`config.mk`:
```
export PLATFORM = sky130hd
export DESIGN_NAME = move_check_dispatch
export DESIGN_NICKNAME = d
export VERILOG_FILES = /design/src/rtl/move_check_dispatch.sv
export SDC_FILE = /design/constraint.sdc
export NUM_CORES = 1
export LEC_CHECK = 0
export CAP_MARGIN = 10
export CORE_MARGIN = 1
export CORE_UTILIZATION = 42
export DETAILED_ROUTE_END_ITERATION = 10
export PLACE_DENSITY = 0.84
export SYNTH_ARGS = -nofsm -noshare
export SYNTH_HDL_FRONTEND = slang
export SYNTH_SLANG_ARGS = --single-unit
```
`constraint.sdc`:
```
create_clock -name CLOCK_50 -period 3.9 [get_ports CLOCK_50]
set_input_delay 0.585 -clock CLOCK_50 [delete_from_list [all_inputs] [get_ports CLOCK_50]]
set_output_delay 0.585 -clock CLOCK_50 [all_outputs]
set_load 0.05 [all_outputs]
```
`src/rtl/move_check_dispatch.sv`:
```
// Initiator for the per-piece move checkers: validates source/target ownership,
// starts the checker for the source piece and returns its verdict or a timeout.
module move_check_dispatch #(
    parameter int TIMEOUT_CYCLES = 64
) (
    input  logic                  CLOCK_50,
    input  logic                  reset,
    // Handshake: a request transfers on a clock edge where req_valid && req_ready.
    // The response is a one-cycle resp_valid strobe with no backpressure.
    input  logic                  req_valid,
    output logic                  req_ready,
    input  logic [2:0]            old_x,
    input  logic [2:0]            old_y,
    input  logic [2:0]            new_x,
    input  logic [2:0]            new_y,
    input  logic                  side,
    input  logic [7:0][7:0][3:0]  board_in,
    output logic                  chk_start,
    output logic [2:0]            chk_sel,
    output logic [2:0]            h_delta,
    output logic [2:0]            v_delta,
    output logic [3:0]            piece_type,
    input  logic                  chk_move_valid,
    input  logic                  chk_done,
    output logic                  resp_valid,
    output logic                  resp_legal,
    output logic [1:0]            resp_code,
    output logic [2:0]            dbg_state
);

    typedef enum logic [2:0] {
        IDLE     = 3'd0,
        FETCH    = 3'd1,
        DISPATCH = 3'd2,
        WAIT     = 3'd3,
        RESP     = 3'd4
    } state_t;

    localparam logic [1:0] CODE_OK       = 2'd0;
    localparam logic [1:0] CODE_GEOMETRY = 2'd1;
    localparam logic [1:0] CODE_SQUARE   = 2'd2;
    localparam logic [1:0] CODE_TIMEOUT  = 2'd3;
    localparam logic [7:0] LAST_WAIT     = 8'(TIMEOUT_CYCLES - 1);

    state_t     state;
    logic [2:0] ox_q, oy_q, nx_q, ny_q;
    logic       side_q;
    logic [7:0] wait_cnt;
    logic [3:0] src, dst;
    logic       pre_fail;
    logic [1:0] pre_code;

    function automatic logic [2:0] abs_diff(input logic [2:0] a, input logic [2:0] b);
        return (a > b) ? (a - b) : (b - a);
    endfunction

    assign req_ready = (state == IDLE);
    assign dbg_state = state;
    assign src       = board_in[oy_q][ox_q];
    assign dst       = board_in[ny_q][nx_q];

    // Ownership of the source outranks a null move, which outranks self-capture.
    always_comb begin
        pre_fail = 1'b1;
        pre_code = CODE_SQUARE;
        if (src[2:0] == 3'd0 || src[2:0] == 3'd7 || src[3] != side_q) begin
            pre_code = CODE_SQUARE;
        end else if (ox_q == nx_q && oy_q == ny_q) begin
            pre_code = CODE_GEOMETRY;
        end else if (dst != 4'd0 && dst[3] == side_q) begin
            pre_code = CODE_SQUARE;
        end else begin
            pre_fail = 1'b0;
            pre_code = CODE_OK;
        end
    end

    always_ff @(posedge CLOCK_50) begin
        if (reset) begin
            state      <= IDLE;
            ox_q       <= 3'd0;
            oy_q       <= 3'd0;
            nx_q       <= 3'd0;
            ny_q       <= 3'd0;
            side_q     <= 1'b0;
            wait_cnt   <= 8'd0;
            chk_start  <= 1'b0;
            chk_sel    <= 3'd0;
            h_delta    <= 3'd0;
            v_delta    <= 3'd0;
            piece_type <= 4'd0;
            resp_valid <= 1'b0;
            resp_legal <= 1'b0;
            resp_code  <= 2'd0;
        end else begin
            chk_start  <= 1'b0;
            resp_valid <= 1'b0;
            case (state)
                IDLE: begin
                    if (req_valid) begin
                        ox_q   <= old_x;
                        oy_q   <= old_y;
                        nx_q   <= new_x;
                        ny_q   <= new_y;
                        side_q <= side;
                        state  <= FETCH;
                    end
                end
                FETCH: begin
                    piece_type <= src;
                    chk_sel    <= src[2:0];
                    h_delta    <= abs_diff(ox_q, nx_q);
                    v_delta    <= abs_diff(oy_q, ny_q);
                    if (pre_fail) begin
                        resp_legal <= 1'b0;
                        resp_code  <= pre_code;
                        resp_valid <= 1'b1;
                        state      <= RESP;
                    end else begin
                        chk_start <= 1'b1;
                        state     <= DISPATCH;
                    end
                end
                DISPATCH: begin
                    wait_cnt <= 8'd0;
                    state    <= WAIT;
                end
                WAIT: begin
                    wait_cnt <= wait_cnt + 8'd1;
                    // A done arriving on the last allowed cycle still wins over the timeout.
                    if (chk_done) begin
                        resp_legal <= chk_move_valid;
                        resp_code  <= chk_move_valid ? CODE_OK : CODE_GEOMETRY;
                        resp_valid <= 1'b1;
                        state      <= RESP;
                    end else if (wait_cnt == LAST_WAIT) begin
                        resp_legal <= 1'b0;
                        resp_code  <= CODE_TIMEOUT;
                        resp_valid <= 1'b1;
                        state      <= RESP;
                    end
                end
                RESP: begin
                    state <= IDLE;
                end
                default: begin
                    state <= IDLE;
                end
            endcase
        end
    end

endmodule

```
==> results of run 1 <==
## tightest hold or removal path, cell delays in order, from the launching register on
cell and delay (ps):
dfxtp_1 310, nand2_1 50, mux2i_1 60
## how the worst max path moves through the flow
stage / startpoint / end / slack (ps)
after floorplan: oy_q[1] / dbg_state[1] / 690
after global placement: board_in[184] / dbg_state[1] / 300
after detailed placement: board_in[184] / dbg_state[1] / 270
after CTS: oy_q[0] / dbg_state[1] / 480
after global routing: oy_q[0] / dbg_state[1] / 350
final: oy_q[0] / dbg_state[1] / 450
## final cells by class
cell class / instances / area [sq um] / area share, %
tap: 176 / 220 / 2.40
clock buffer: 7 / 133 / 1.45
inverter: 14 / 52.6 / 0.573
clock inverter: 1 / 5.00 / 0.0546
sequential: 39 / 791 / 8.63
antenna: 1 / 2.50 / 0.0273
multi-input combinational: 500 / 4790 / 52.2
timing repair buffer: 318 / 3180 / 34.6
## logic make-up after synthesis
kind of cell | synth area share (%)
flip-flops | 13.3
multiplexers | 42.8
buffers and inverters | 5.44
adder cells (fa/ha/maj) | 3.70
XOR/XNOR | 1.34
AO/OA/AOI/OAI | 16.0
AND/OR/NAND/NOR | 17.5
## synth_stat cells, drive strengths merged, types with 4 or more instances
cell type	count	area share [%]
a211oi	20	2.6
a21oi	36	3.1
a221oi	4	0.60
a22oi	15	1.9
a31oi	4	0.43
and3	4	0.43
buf	23	2.6
clkbuf	30	1.9
clkinv	4	0.25
dfxtp	39	13
fa	4	1.4
ha	11	2.3
inv	10	0.64
mux2	5	0.96
mux2i	18	3.1
mux4	98	39
nand2	52	3.3
nand2b	11	1.2
nand3	12	1.0
nor2	67	4.3
nor2b	7	0.74
nor3	40	3.4
o211ai	5	0.64
o21a	6	0.77
o21ai	11	0.94
o221ai	4	0.60
o22ai	9	0.96
o311ai	6	0.89
or3	7	0.74
xor2	6	0.89
## registers in the layout (all words and copies together), names as in the netlist
name,count
side_q,1
ox_q,3
v_delta,3
chk_start,1
resp_code,2
resp_valid,1
ny_q,3
piece_type,2
nx_q,3
resp_legal,1
dbg_state,3
wait_cnt,8
h_delta,3
oy_q,3
chk_sel,2
## power groups by stage
stage,sequential [uW],combinational (uW),clock [uW]
6_report,525,1470,384
4_1_cts,524,1450,388
2_1_floorplan,552,818,0
5_1_grt,532,1560,407
3_3_place_gp,530,1420,0
3_5_place_dp,532,1440,0
## per-layer routing
layer  wire [um]  global-route usage, %  vias to the layer above
met5          18                      0                        -
met4        1210                   15.1                        4
met3        2640                   9.01                       89
met2       12100                   57.9                      463
met1        8800                   39.9                     3261
li1            -                      -                     2992
## placed cells by master, fill, tap and decap left out, drive strengths merged, types with 3 or more instances in the layout
cell,count
nor2b,7
buf,23
nor4,3
a211oi,20
a21oi,36
clkbuf,7
mux2i,18
dfxtp,39
fa,4
or3,7
o211ai,5
o21ai,11
a32oi,3
o221ai,4
nor3,40
nor2,67
a22oi,15
clkdlybuf4s50,295
xnor2,3
o22ai,9
inv,10
mux4,98
and3,4
o31ai,3
clkinv,5
nand2b,11
nor3b,3
o21a,6
a221oi,4
nand2,52
a31oi,4
ha,11
xor2,6
mux2,5
nand3,12
or2,3
o311ai,6
## through the flow
step	utilization (%)	hold WS, ps
2_1_floorplan	-	449
3_3_place_gp	67.1	449
3_5_place_dp	67.1	459
4_1_cts	68.1	466
5_1_grt	68.1	480
6_report	68.1	463
==> qor.log, run 1 <==
INFO  status         result_of_the_run=complete, no violations
INFO  yosys          mappedNetlistArea=5890squm
INFO  global_route   grt_antenna_before_repair=3
INFO  clock_network  clk_pin_slew_worst_paths=50ps
INFO  sta            report.final.setup_viol=0
INFO  sta            final-hold-violation-count=0
INFO  critical_path  cp_data_required_time=4100ps
INFO  yosys          postSynthAreaPerCell=9.71squm
INFO  die            io_pins=296
INFO  clock_network  post_cts_resized=0
INFO  hold_path      worst_hold_path.endpoint=resp_code[0]
INFO  yosys          synth_cell_types=62
INFO  route          number_of_detailed_routing_iterations_run_before_antenna_repair=6
INFO  yosys          synthesized_netlist_net_count=895
INFO  placed_design  routabilityCongestion=1.00
INFO  critical_path  worst_r2r_startpoint=oy_q[0]
INFO  clock_network  tritoncts_clock_tree=built
INFO  die            dieArea=14500squm
INFO  clock_network  cts_inserted_buffers=5
INFO  global_route   grt_pass1_vias=6895
INFO  global_route   groute.usage.overall=33.9%
INFO  route          routed_wire_length_per_instance=23.5um
INFO  clock_network  worst_skew_pair.late_latency=280ps
INFO  job            timing.max_cap.violations=0
INFO  die            core_region_area=13500squm
INFO  critical_path  critical-path-max-stage-delay=580ps
INFO  clock_network  cts-hold-fix-buffers=0
INFO  global_route   grt.overflow.total=0
INFO  power_and_ir_drop p_int=1450uW
INFO  sta            skew=2.00ps
INFO  power_and_ir_drop net-switching-power=924uW
INFO  sta            final_min_period_over_clock_period=88.4%
INFO  critical_path  critical_path_depth=10
INFO  critical_path  timing.rr.end=dbg_state[1]
INFO  finish         flow.area_growth_from_synthesis=55.7%
INFO  critical_path  crit_chain=buf_4 > mux4_1 > mux4_2 > mux2_2 > a22oi_1 > or3_1 > nand2_1 > nand4b_2 > or3_1 > a211oi_2
INFO  finish         layoutNonFillerInstCount=1056
INFO  critical_path  worstSetupStartpointType=register
INFO  sta            slew_violations=0
INFO  placed_design  dp.final_hpwl=20400um
INFO  yosys          ys_async_sr_fraction=0%
INFO  route          count_of_vias_placed_by_the_detailed_router=6809
INFO  finish         design_area=9170squm
INFO  critical_path  timing.critical_path.to_type=register
INFO  critical_path  path_max_fanout=13
INFO  placed_design  port_buffers=295
INFO  critical_path  timing.critical_path.slowest_stage_cell=mux4_1
INFO  route          final_antenna_net_count=0
INFO  global_route   grt_pass1_wl=37200um
INFO  clock_network  clk_root_buffer_cell=clkbuf_16
INFO  sta            max_slew.worst_pin.slew=755ps
INFO  critical_path  gate_family_responsible_for_the_most_delay_along_the_worst_path=multiplexers
INFO  sta            final_tns_setup=0ps
INFO  critical_path  r2r_slack=450ps
INFO  placed_design  placement.cell_area=9020squm
INFO  die            die_h=120um
INFO  sta            worst_slew_margin_rel=49.6%
INFO  die            die_w=120um
INFO  power_and_ir_drop power_frac_clock=16.2%
INFO  critical_path  worstPathBufferInverterCount=1
INFO  sta            fmaxAchievable=290MHz
INFO  critical_path  cpMostUsedCell=or3_1
INFO  yosys          most_used_dff_post_synth=dfxtp_1
INFO  power_and_ir_drop finalPower=2380uW
INFO  yosys          number_of_enable_type_register_cells_in_the_synthesized_netlist=0
INFO  sta            final.setup.worst_slack=454ps
INFO  clock_network  cts.repair_timing.setup_buffer_count=0
INFO  route          drc=0
INFO  sta            final.min_clock_period=3450ps
INFO  finish         layout.filler_cells=1059
INFO  finish         layout-drive-gt1-share=14.3%
INFO  power_and_ir_drop irDropWorstVdd=0.193mV
INFO  clock_network  cts_sinks=39
INFO  route          drt-initial-drc-count=696
INFO  placed_design  place_ws=270ps
INFO  route          routed_wirelength=24800um
INFO  power_and_ir_drop combPwrFrac=61.7%
INFO  power_and_ir_drop pwr-share-seq=22.1%
INFO  critical_path  arrival=3650ps
INFO  critical_path  worst_reg_to_reg_path_cell_count=10
INFO  sta            grt_setup_unrepaired=no
INFO  yosys          yosysSeqAreaShare=13.3%
INFO  clock_network  h_tree_level_count=2
INFO  hold_path      min_from=resp_code[0]
INFO  power_and_ir_drop power.share.switching=38.9%
INFO  global_route   largest_net_degree_at_the_start_of_global_routing=41
INFO  power_and_ir_drop power_leakage=0.00314uW
INFO  die            initial_core_util=43.8%
INFO  yosys          synthCells=606
INFO  placed_design  dpl.cell_count=1047
INFO  die            std_cell_rows=42
INFO  route          vias_per_cell=6.45
INFO  critical_path  setup.worst_path.class=reg2reg
INFO  hold_path      hold_path_depth=2
INFO  clock_network  cts_buffer_depth=2
INFO  yosys          total_number_of_yosys_warnings=0
INFO  yosys          synth.ff_latch_count=39
INFO  hold_path      min-delay-path-class=reg2reg
INFO  power_and_ir_drop cellPowerDensity=259nW/um^2
INFO  finish         finalNetCount=1167
(Power assumes the default switching activity.)
==> run 2: changes to the inputs <==
- SLEW_MARGIN: not set -> 20
==> results of run 2 <==
Final layout, timing and power as in run 1 (identical DEF).
